**src/rtl/fifo_rd_packer.sv**
```systemverilog
// -----------------------------------------------------------------------------
// fifo_rd_packer
//
// Pulls bytes from an upstream FIFO that has one cycle of read latency and
// packs them little-endian into 32-bit words for a valid/ready consumer. The
// first byte read lands in word_out[7:0].
//
// Optional feature (macro PACK_TIMEOUT_EN):
//   When defined, a partial word (1..3 bytes) that has been idle for TIMEOUT
//   cycles with the FIFO empty is flushed with word_be marking the valid
//   lanes. When undefined, partial words wait for more data indefinitely and
//   every emitted word carries word_be = 4'hF.
//
// Ports:
//   clk          in   single clock, rising edge
//   rst          in   synchronous active-high reset (highest priority)
//   clr          in   synchronous clear of accumulator, in-flight read and
//                     output register
//   fifo_dout    in   [7:0] FIFO read data, valid the cycle after fifo_re
//   fifo_empty   in   FIFO empty flag
//   fifo_re      out  FIFO read strobe, one byte popped per asserted cycle
//   word_out     out  [31:0] packed word (registered)
//   word_be      out  [3:0] byte enables, bit i covers word_out[8i+7:8i]
//   word_valid   out  word_out/word_be valid (registered)
//   word_ready   in   downstream accept
//
// Handshake: a word transfers on a rising edge where word_valid & word_ready.
// While word_valid & !word_ready, word_out/word_be/word_valid hold steady;
// word_valid never depends combinationally on word_ready.
// -----------------------------------------------------------------------------
module fifo_rd_packer #(
  parameter int TIMEOUT = 16
) (
  input  logic        clk,
  input  logic        rst,
  input  logic        clr,
  input  logic [7:0]  fifo_dout,
  input  logic        fifo_empty,
  output logic        fifo_re,
  output logic [31:0] word_out,
  output logic [3:0]  word_be,
  output logic        word_valid,
  input  logic        word_ready
);

  logic [31:0] acc_q, acc_d;
  logic [2:0]  acc_cnt_q, acc_cnt_d;
  logic        rd_pend_q, rd_pend_d;
  logic [31:0] word_out_q, word_out_d;
  logic [3:0]  word_be_q, word_be_d;
  logic        word_valid_q, word_valid_d;

  logic [2:0]  occupancy;
  logic        slot_free;

`ifdef PACK_TIMEOUT_EN
  localparam int IW = $clog2(TIMEOUT + 1);
  logic [IW-1:0] idle_q, idle_d;
  logic          partial;
  logic          flush_go;
  logic [3:0]    partial_be;
`endif

  // Bytes already held plus the one in flight; a read is only issued when
  // the byte it returns is guaranteed a free lane, so nothing is dropped.
  assign occupancy = acc_cnt_q + {2'b00, rd_pend_q};
  assign fifo_re   = !fifo_empty && !clr && !rst && (occupancy < 3'd4);

  // Output register can take a new word now, or at this edge if the current
  // word is being accepted (allows back-to-back words).
  assign slot_free = !word_valid_q || word_ready;

`ifdef PACK_TIMEOUT_EN
  assign partial  = (acc_cnt_q != 3'd0) && (acc_cnt_q != 3'd4);
  // A capture in this cycle wins over a pending flush: packing continues.
  assign flush_go = partial && !rd_pend_q && (idle_q == IW'(TIMEOUT)) && slot_free;

  always_comb begin
    case (acc_cnt_q)
      3'd1:    partial_be = 4'h1;
      3'd2:    partial_be = 4'h3;
      3'd3:    partial_be = 4'h7;
      default: partial_be = 4'h0;
    endcase
  end
`endif

  always_comb begin
    acc_d        = acc_q;
    acc_cnt_d    = acc_cnt_q;
    rd_pend_d    = fifo_re;
    word_out_d   = word_out_q;
    word_be_d    = word_be_q;
    word_valid_d = word_valid_q;
`ifdef PACK_TIMEOUT_EN
    idle_d       = idle_q;
`endif

    if (word_valid_q && word_ready) begin
      word_valid_d = 1'b0;
    end

    // Capture the byte returned by last cycle's read. rd_pend_q implies
    // acc_cnt_q <= 3, so the low two bits select the lane.
    if (rd_pend_q) begin
      case (acc_cnt_q[1:0])
        2'd0:    acc_d[7:0]   = fifo_dout;
        2'd1:    acc_d[15:8]  = fifo_dout;
        2'd2:    acc_d[23:16] = fifo_dout;
        default: acc_d[31:24] = fifo_dout;
      endcase
      acc_cnt_d = acc_cnt_q + 3'd1;
    end

`ifdef PACK_TIMEOUT_EN
    if (rd_pend_q || !partial) begin
      idle_d = '0;
    end else if (fifo_empty && (idle_q != IW'(TIMEOUT))) begin
      idle_d = idle_q + IW'(1);
    end
`endif

    // A word completes either on the edge that captures its fourth byte or,
    // if the output was busy then, on the first edge the slot frees. The
    // accumulator is zeroed on load so unused lanes of a flushed partial
    // word read as zero.
    if ((acc_cnt_d == 3'd4) && slot_free) begin
      word_out_d   = acc_d;
      word_be_d    = 4'hF;
      word_valid_d = 1'b1;
      acc_d        = '0;
      acc_cnt_d    = '0;
    end
`ifdef PACK_TIMEOUT_EN
    else if (flush_go) begin
      word_out_d   = acc_q;
      word_be_d    = partial_be;
      word_valid_d = 1'b1;
      acc_d        = '0;
      acc_cnt_d    = '0;
      idle_d       = '0;
    end
`endif

    // Clear drops the in-flight byte as well: rd_pend is forced low so the
    // byte returning next cycle is never captured.
    if (clr) begin
      acc_d        = '0;
      acc_cnt_d    = '0;
      rd_pend_d    = 1'b0;
      word_out_d   = '0;
      word_be_d    = '0;
      word_valid_d = 1'b0;
`ifdef PACK_TIMEOUT_EN
      idle_d       = '0;
`endif
    end
  end

  always_ff @(posedge clk) begin
    if (rst) begin
      acc_q        <= '0;
      acc_cnt_q    <= '0;
      rd_pend_q    <= 1'b0;
      word_out_q   <= '0;
      word_be_q    <= '0;
      word_valid_q <= 1'b0;
`ifdef PACK_TIMEOUT_EN
      idle_q       <= '0;
`endif
    end else begin
      acc_q        <= acc_d;
      acc_cnt_q    <= acc_cnt_d;
      rd_pend_q    <= rd_pend_d;
      word_out_q   <= word_out_d;
      word_be_q    <= word_be_d;
      word_valid_q <= word_valid_d;
`ifdef PACK_TIMEOUT_EN
      idle_q       <= idle_d;
`endif
    end
  end

  assign word_out   = word_out_q;
  assign word_be    = word_be_q;
  assign word_valid = word_valid_q;

endmodule

```
**config.mk**
```make
export PLATFORM = sky130hd
export DESIGN_NAME = fifo_rd_packer
export DESIGN_NICKNAME = d
export VERILOG_FILES = /design/src/rtl/fifo_rd_packer.sv
export SDC_FILE = /design/constraint.sdc
export NUM_CORES = 1
export LEC_CHECK = 0
export ABC_CLOCK_PERIOD_IN_PS = 2100
export CAP_MARGIN = 20
export CORE_MARGIN = 5
export CORE_UTILIZATION = 51
export CTS_CLUSTER_SIZE = 12
export DETAILED_ROUTE_END_ITERATION = 10
export PLACE_DENSITY = 0.78
export SETUP_SLACK_MARGIN = 0.2
export SLEW_MARGIN = 20
export SYNTH_ARGS = -nofsm -noshare
export SYNTH_HDL_FRONTEND = slang
export SYNTH_SLANG_ARGS = --single-unit
```
**constraint.sdc**
```tcl
create_clock -name clk -period 2.1 [get_ports clk]
set_input_delay 0.21 -clock clk [delete_from_list [all_inputs] [get_ports clk]]
set_output_delay 0.21 -clock clk [all_outputs]
set_load 0.01 [all_outputs]
```
Word level (Yosys, flattened, before mapping)
Cells that the tools add are included.
{"block": "totals", "reg_bits": 70, "in_bits": 13, "wordCells": 35}
{"block": "classes", "add_sub_neg": 2, "n_lt_le_gt_ge": 1, "n_eq_ne": 3, "n_mux": 8, "n_reduce_logical": 15}
{"op": "32-bit two-way mux", "n": 1}
{"op": "8-bit two-way mux", "n": 4}
{"op": "3-bit OR reduction", "n": 2}
{"op": "1-bit logical AND", "n": 5}
{"op": "1-bit logical NOT", "n": 4}
{"op": "3-bit by 1-bit adder with 3-bit output", "n": 1}
{"op": "3-bit by 1-bit adder with 3-bit output (second input constant)", "n": 1}
{"op": "3-bit == test (second input constant)", "n": 1}
{"op": "3-bit less-than comparator (second input constant)", "n": 1}
{"op": "3-bit two-way mux", "n": 1}
{"op": "2-bit by 1-bit == test with 1-bit output (second input constant)", "n": 1}
{"op": "2-bit == test (second input constant)", "n": 1}
{"op": "2-bit logical NOT", "n": 1}
{"op": "1-bit two-way mux", "n": 2}
{"op": "2-bit nonzero test", "n": 1}
{"op": "2-bit OR reduction", "n": 1}
{"op": "1-bit logical OR", "n": 1}

Longest topological paths before layout
Gate-level depths: netlist of the first run.
{"block": "depth", "depth_word": 5, "depth_mapped": 9, "mapped_depth_nobuf": 6}

Worst setup path before layout of the first run
Ideal clock, no wire load.
{"block": "synth_path", "kind": "register -> register", "from": "register acc_cnt_q[1]", "to": "register word_out_q[0], in the netlist word_out[0]", "setup_ns": 0.146, "arrival_ns": 1.684, "t_required_ns": 1.954, "setup_slack_ns": 0.270, "stages_incl_launch_ff": 10, "path_buffers": 3, "synth_period_minus_slack_ns": 1.830, "cell_sequence": "dfxtp_1 -> inv_1 -> ha_1 -> nor3b_1 -> a21o_1 -> buf_6 -> and2_4 -> buf_6 -> buf_6 -> a211oi_2"}
{"block": "synth_via", "elab_chain_cells": 4}
{"item": "start: declaration", "line": "47", "source": "logic [2:0] acc_cnt_q, acc_cnt_d;"}
{"item": "start signal: assignment", "line": "173", "source": "acc_cnt_q <= acc_cnt_d;"}
{"item": "3-bit by 1-bit adder with 3-bit output", "line": "112", "source": "acc_cnt_d = acc_cnt_q + 3'd1;"}
{"item": "3-bit two-way mux", "line": "105", "source": "if (rd_pend_q) begin"}
{"item": "3-bit == test", "line": "127", "source": "if ((acc_cnt_d == 3'd4) && slot_free) begin"}
{"item": "1-bit logical AND", "line": "127"}
{"item": "end signal: assignment", "line": "175", "source": "word_out_q <= word_out_d;"}
{"item": "end: declaration", "line": "49", "source": "logic [31:0] word_out_q, word_out_d;"}
Several ways; a longest one is shown, not always the timed one.
A chain may end at the register's enable or synchronous reset.

Worst setup path in the final report of the first run
{"block": "layout_path", "from": "register acc_cnt_q[0]", "to": "register word_out_q[19], in the netlist word_out[19]"}
The elaborated chain is that of the path after synthesis.

==> metrics.txt, run 1 <==
synthesis-stage register bit count=70; Die X=84.0 um; Setup-failing EPs final=0; Ports=51; Setup TNS=0 ns; ANT nets after route=0; DIE HEIGHT=84.0 um; Power per Cell Area=662 nW/um^2; clk_lat worst skew=0.34 ns; Cells after Synth=254; drt first-iter violations=114; vias in the first global route=2063; Fmax achieved=556 MHz; DR vias/cell=5.31; RePlAce Congestion=0.878; CP Class=reg -> reg; Rows=27; count leader, synth=dfxtp_1; CP Cell Sequence=inv_1, ha_1, nor3b_2, a21o_1, and2_4, buf_12, a211oi_1; # diodes=0; fin worst setup slack=0.301 ns; Leak=1.37 nW; YS warnings=0; reg2reg start=acc_cnt_q[0]; CORE AREA=5410 sq um; max_cap viols=0; Slew Viols, Final=0; Async S/R FF share, synth=0%; peak supply drop=0.393 mV; placed insts=362; post-synth cell types=24; first-pass GRT wire length=10.3 mm; routed wire length per instance=16.0 um; post-synth top area share=50.2%; Initial Util=51.6%; commonest cells in the netlist=dfxtp_1 (70), nor2_1 (35), a21oi_1 (34); DRC viols=0; Post-synth EDFFs=0; HPWL after detailed placement=4.01 mm; largest net degree at the start of global routing=36; Layout Nets=319; hold path startpoint=fifo_empty; Hold Slack=0.457 ns; Post-synth top flop=dfxtp_1; total power=2.31 mW; Tightest Pin Transition=0.567 ns; unrepaired setup endpoints after global routing=false; Port Buffers=50; fin util=64.5%; critical path's largest stage delay=0.36 ns; Clock Tree Buf Depth=2; Crit-path slowest cell=dfxtp_2; antenna violations before repair=0; post-synth top area cell=dfxtp_1; share of cells above drive strength 1=18.0%; cell area after layout=3490 sq um; Root Driver=clkbuf_8; status=finished, final reports clean; fin cells=377; top post-synthesis cells by area=dfxtp_1 (50%), a211oi_2 (13%), mux2i_1 (12%); Critical path origin=acc_cnt_q[0]; Min-Delay Path Class=in -> reg; Max-slew headroom=62.1%; Reg clk slew, reported paths=0.07 ns; Clock Skews=0.00478 ns; crit start category=flop; placed cell area=3330 sq um; H-tree level count=3; total CTS buffers=9; Clock Sinks=70; Tmin final=1.80 ns; via count=2000; fin crit share=85.7%; WP data required=2.30 ns; worst slack, placed=0.206 ns; Crit Path Max Fanout=17; endpoint class of the critical path=flop; crit path DAT=2.00 ns; router iterations before antenna repair=4; sequential fraction of the synthesis area=50.2%; Layout area overhead=25.0%; Fin. Hold Viols=0; CTS tree=done; synthesized area per cell=11.0 sq um; final WL=6.05 mm; synthesized area=2790 sq um; gr usage total=18.3%; total gr overflow=0; Syn Nets=272; die area=7050 sq um
[layout make-up]
cell class	instances	area (sq um)
Tap cell	72	90.1
Clock buffer	13	139
Sequential cell	70	1400
Multi-Input combinational cell	158	1210
Clock inverter	2	10.0
Fill cell	472	1920
Timing Repair Buffer	60	624
Inverter	2	7.51
[where the power goes]
group          internal, mW  total (mW)  switching [mW]
combinational        0.0389      0.0958          0.0569
sequential             1.33        1.33         0.00180
clock                 0.420       0.880           0.460
total                  1.79        2.31           0.519
[critical path, delay by kind of cell, from the launching register on]
family,cells,cell delay (ns)
flip-flops,1,0.36
buffers and inverters,2,0.24
AND/OR/NAND/NOR,2,0.42
AO/OA/AOI/OAI,2,0.32
adder cells (fa/ha/maj),1,0.32
[registers in the layout (all words and copies together), names as in the netlist]
| signal | count |
|---|---|
| acc_q | 32 |
| word_be | 1 |
| acc_cnt_q | 3 |
| word_valid | 1 |
| word_out | 32 |
| rd_pend_q | 1 |
[logic make-up after synthesis]
logic type / Yosys count / share of synthesized area [%]
mux: 33 / 11.8
flops: 70 / 50.2
buf+inv: 26 / 6.46
fa+ha+maj: 5 / 2.24
xor+xnor: 3 / 0.942
simple gates: 48 / 7.54
compound gates: 69 / 20.7
[layout by cell type (no fill, tap or decap), types with 3 or more instances in the layout]
| master | instances |
|---|---|
| dfxtp_1 | 69 |
| clkdlybuf4s50_1 | 49 |
| buf_4 | 6 |
| a211oi_1 | 3 |
| buf_12 | 4 |
| clkbuf_1 | 4 |
| a211oi_2 | 29 |
| mux2i_1 | 33 |
| nor2_1 | 35 |
| nand2_1 | 5 |
| a21oi_1 | 34 |
| clkbuf_8 | 9 |
| ha_1 | 5 |
[what timing repair did]
| action | in CTS | in global routing |
|---|---|---|
| setup endpoints to repair | 27 | 53 |
| hold buffers | 0 | 0 |
| gates resized for setup | 2 | 1 |
| pin swaps | 1 | 0 |
| endpoints found under the hold margin | 0 | 0 |
| gates cloned | 0 | 0 |
| buffers inserted | 0 | 0 |
[final timing paths]
check	endpoint	slack [ns]	depth (start not counted)
hold / removal	rd_pend_q	0.46	2
setup reg to reg	word_out[19]	0.30	7
setup / recovery	word_out[19]	0.30	7
hold reg to reg	acc_q[18]	0.50	2
[routing by layer]
layer / up-vias / share of wire (%) / track usage, %
met5: - / 0 / 0
li1: 984 / - / -
met4: 0 / 1.7 / 8.63
met1: 966 / 47 / 23.0
met2: 40 / 47 / 29.4
met3: 10 / 3.7 / 4.74
Note: power is estimated with default switching activity, not from simulation.
==> run 2: changes to the inputs <==
- REMOVE_ABC_BUFFERS: unset -> 1
==> run 2 against run 1 <==
Effect of this change:
- largest power group unchanged
- critical endpoint is now word_out[12]
- critical path depth down 1
- clock power increased by 9.4%
- highest routed layer unchanged
- global-route usage decreased by 0.91 points
==> metrics.txt, run 2 (synthesized netlist as in run 1, its figures left out) <==
Fin. Hold Viols=0; # fillers=442; most common cell after layout, fill and taps aside=dfxtp_1; routed wire length per instance=15.6 um; reg2reg start=acc_cnt_q[0]; total gr overflow=0; DIE HEIGHT=84.0 um; max_cap viols=0; Initial Util=51.6%; Critical path origin=acc_cnt_q[0]; HPWL after detailed placement=3.78 mm; CP Cell Sequence=ha_1, nor4b_2, a21o_1, and2_4, clkbuf_16, a211oi_2; RePlAce Congestion=0.759; CP Buf/Inv Count=1; CTS tree=done; die area=7050 sq um; Fmax achieved=551 MHz; # diodes=0; first-pass GRT wire length=9.87 mm; worst slack, placed=0.205 ns; Slew Viols, Final=0; Die X=84.0 um; Clock Skews=0.00312 ns; H-tree level count=3; peak supply drop=0.469 mV; Ports=51; Hold Slack=0.456 ns; endpoint class of the critical path=flop; Layout Nets=323; Port Buffers=50; via count=2026; Crit-path slowest cell=ha_1; Leak=1.40 nW; Power per Cell Area=673 nW/um^2; Rows=27; critical path depth=6; placed cell area=3330 sq um; CP delay by family, top=simple AND/OR/NAND/NOR gates; router iterations before antenna repair=4; Hold-fix buffers, CTS=0; crit start category=flop; largest net degree at the start of global routing=36; setup bufs post-CTS=0; Reg clk slew, reported paths=0.07 ns; gr usage total=17.4%; cell area after layout=3550 sq um; crit path DAT=2.01 ns; CP Class=reg -> reg; Max-slew headroom=61.3%; Min-Delay Path Class=in -> reg; total power=2.39 mW; worst-case reg-to-reg path depth=6; antenna violations before repair=0; final WL=5.94 mm; fin crit share=86.5%; WP data required=2.30 ns; status=finished, final reports clean; ANT nets after route=0; fin worst setup slack=0.284 ns; most frequent cells in the layout=dfxtp_1 (69), clkdlybuf4s50_1 (49), nor2_1 (35); Tightest Pin Transition=0.580 ns; Setup-failing EPs final=0; unrepaired setup endpoints after global routing=false; clk_lat worst skew=0.33 ns; CORE AREA=5410 sq um; Tmin final=1.82 ns; share of cells above drive strength 1=19.8%; Crit Path Max Fanout=10; Clock Sinks=70; DR vias/cell=5.33; critical path's largest stage delay=0.35 ns; total CTS buffers=9; drt first-iter violations=89; Worst Setup EP=word_out[12]; Layout area overhead=27.2%; placed insts=365; Clock Tree Buf Depth=2; Root Driver=clkbuf_8; reg2reg setup slack=0.28 ns; vias in the first global route=2051; DRC viols=0; reg-to-reg critical path endpoint=word_out[12]; fin cells=380
## run 2: cell types whose count changed in the layout (fill, tap and decap cells not counted), sizes merged
cell | before | now
clkinv | 2 | 1
buf | 10 | 13
clkbuf | 13 | 14
## run 2: worst min-delay path by stage
| stage | start | endpoint | slack, ns | cells after the start |
|---|---|---|---|---|
| after global placement | acc_q[20] | acc_q[20] | 0.47 | 2 |
| after detailed placement | acc_q[20] | acc_q[20] | 0.49 | 2 |
| final | fifo_empty | rd_pend_q | 0.46 | 2 |
| after floorplan | fifo_empty | rd_pend_q | 0.29 | 1 |
| after global routing | fifo_empty | rd_pend_q | 0.49 | 2 |
| after CTS | fifo_empty | rd_pend_q | 0.45 | 2 |
## run 2: report_power, final
group / switching (mW) / internal (mW)
logic: 0.0534 / 0.0389
registers: 0.00167 / 1.33
clock network: 0.452 / 0.511
total: 0.507 / 1.88
## run 2: layout make-up
type | instances | area (sq um) | area share, %
clock buffer | 13 | 169 | 4.76
timing repair buffer | 64 | 662 | 18.7
tap | 72 | 90.1 | 2.54
clock inverter | 1 | 5.00 | 0.141
multi-input combinational | 158 | 1210 | 34.2
sequential | 70 | 1400 | 39.5
inverter | 2 | 7.51 | 0.212
## run 2: per-stage QoR
stage          util (%)  TNS, ns
6_report           65.6        0
5_1_grt            65.6        0
4_1_cts            64.9        0
3_5_place_dp       61.6        0
3_3_place_gp       61.6        0
2_1_floorplan         -   -24.24
## run 2: repair_timing
action | in CTS | in global routing
pin swaps | 1 | 1
gates resized for setup | 2 | 5
endpoints found under the setup margin | 13 | 47
gates cloned | 0 | 1
## run 2: worst register-to-register path: stages (launching register included)
cell and delay (ns):
dfxtp_2 0.34, ha_1 0.35, nor4b_2 0.29, a21o_1 0.22, and2_4 0.23, clkbuf_16 0.18
a211oi_2 0.07
## run 2: metal layers
layer / vias to the layer above / track usage, % / share of wire, % / wire length (um)
met5: - / 0 / 0 / 0
met4: 0 / 8.63 / 2.2 / 129
met3: 12 / 4.34 / 4.8 / 287
met2: 53 / 26.1 / 45 / 2670
met1: 974 / 23.3 / 48 / 2850
li1: 987 / - / - / -
==> run 3: changes to the inputs <==
- ABC_CLOCK_PERIOD_IN_PS: 2100 -> 1600
- CORE_UTILIZATION: 51 -> 46
- PLACE_DENSITY: 0.78 -> 0.74
- clock period: 2.1 -> 1.6 ns (I/O delays scaled with it)
==> run 3 against run 2 <==
Effect of this change:
- the run now ends with negative setup slack left
- power increased by 37%
- utilization increased by 1.7 points
- fmax increased by 0.27%
- sequential power increased by 32%
- critical path depth increased by 1
- final area increased by 12%
- via count increased by 7.3%
- routed wire length increased by 25%
- largest power group unchanged
==> metrics.txt, run 3 (synthesized netlist as in run 1, its figures left out) <==
status=complete, but fails checks; failing checks=negative setup slack; router iterations before antenna repair=4; fin crit share=113%; worst hold stages=2; CP Cell Sequence=ha_4, nor4b_4, a21o_1, buf_6, a21o_4, buf_12, nor2_1; Clock Tree Buf Depth=2; Die X=87.9 um; Worst Hold Endpoint=rd_pend_q; Hold Slack=0.389 ns; die area=7720 sq um; via count=2173; WP data required=1.82 ns; fin worst setup slack=-0.211 ns; crit start category=flop; DR vias/cell=5.37; Ports=51; Layout area overhead=43.0%; most frequent cells in the layout=dfxtp_1 (67), mux2i_1 (33), a21oi_1 (33); Sequential Power Share=53.5%; share of cells above drive strength 1=29.7%; Fin. Hold Viols=0; # diodes=0; Setup-failing EPs final=68; first-pass GRT wire length=11.1 mm; critical path's largest stage delay=0.37 ns; hold path startpoint=fifo_empty; met2 global-route usage=29.7%; clk_lat worst skew=0.35 ns; H-tree level count=3; Clk pwr share=41.6%; total gr overflow=0; total CTS buffers=9; endpoint class of the critical path=flop; routed wire length per instance=18.3 um; Initial Util=47.1%; Leak=2.06 nW; Power per Cell Area=820 nW/um^2; reg-to-reg critical path endpoint=acc_q[19]; drt first-iter violations=178; crit path DAT=2.03 ns; Layout Nets=346; DIE HEIGHT=87.9 um; Max-slew headroom=61.6%; CP delay by family, top=flip-flops; Clock Sinks=70; Crit Path Max Fanout=14; Tmin final=1.81 ns; most common cell after layout, fill and taps aside=dfxtp_1; largest net degree at the start of global routing=36; unrepaired setup endpoints after global routing=true; reg2reg setup slack=-0.21 ns; DRC viols=0; final WL=7.43 mm; Port Buffers=50; met3 GRT Util=6.11%; antenna violations before repair=0; Hold-fix buffers, CTS=0; Reg clk slew, reported paths=0.07 ns; Setup TNS=-11.29 ns; max_cap viols=0; Net Sw Power=715 uW; peak supply drop=0.554 mV; M1 GR Usage=24.8%; Crit-path slowest cell=dfxtp_4; CP Buf/Inv Count=2; Clock Skews=0.00749 ns; combinational fraction of design power=4.9%; CP Class=reg -> reg; CORE AREA=5920 sq um; reg2reg start=acc_cnt_q[0]; switching share of power=21.8%; Tightest Pin Transition=0.576 ns; Rows=28; CTS tree=done; RePlAce Congestion=0.845; Slew Viols, Final=0; busiest metal layer after global routing=met2; HPWL after detailed placement=4.03 mm; gr usage total=19.0%; Fmax achieved=552 MHz; # fillers=435; Min-Delay Path Class=in -> reg; vias in the first global route=2184; Root Driver=clkbuf_8; worst-case reg-to-reg path depth=7; ANT nets after route=0; P_int=2.56 mW
-- run 3: layout make-up --
type	instances	area, sq um	share of cell area (%)
flip-flops and latches	70	1410	35.3
multi-input cells	158	1300	32.6
repair buffers	87	1000	25.2
clock buffers	11	141	3.55
well taps	75	93.8	2.35
clock inverters	2	35.0	0.879
inverters	2	7.51	0.188
-- run 3: per-stage QoR --
step	total power, mW	worst slack [ns]	cell area [sq um]	util [%]	std cells
3_3_place_gp	1.92	-0.197	3450	58.3	379
2_1_floorplan	1.84	-0.921	2620	-	230
3_5_place_dp	1.92	-0.261	3450	58.3	379
6_report	3.27	-0.211	3990	67.4	405
5_1_grt	3.37	-0.306	3990	67.4	405
4_1_cts	3.26	-0.176	3780	63.8	399
-- run 3: worst max path at each step --
stage,startpoint,end,cells after the start
6_report,acc_cnt_q[0],acc_q[19],7
5_1_grt,acc_cnt_q[0],acc_q[19],7
4_1_cts,acc_cnt_q[0],word_out[6],8
3_5_place_dp,acc_cnt_q[0],word_out[19],7
3_3_place_gp,clr,acc_q[24],6
2_1_floorplan,acc_cnt_q[1],acc_cnt_q[1],6
-- run 3: power groups by stage --
stage,clock network [mW],registers (mW),logic (mW)
finish,1.36,1.75,0.160
CTS,1.37,1.75,0.136
global route,1.45,1.75,0.171
global placement,0,1.79,0.129
detailed placement,0,1.79,0.129
floorplan,0,1.79,0.0520
-- run 3: metal layers --
metal / vias to the layer above / part of all wire (%)
met5: - / 0
met4: 0 / 2.1
met3: 14 / 6.0
met2: 57 / 47
met1: 1070 / 45
li1: 1032 / -
-- run 3: what timing repair did --
| item | in CTS | in global routing |
|---|---|---|
| endpoints found under the hold margin | 0 | 0 |
| pin swaps | 6 | 22 |
| gates resized for setup | 32 | 37 |
| buffers inserted | 4 | 1 |
| gates cloned | 3 | 5 |
| endpoints found under the setup margin | 83 | 92 |
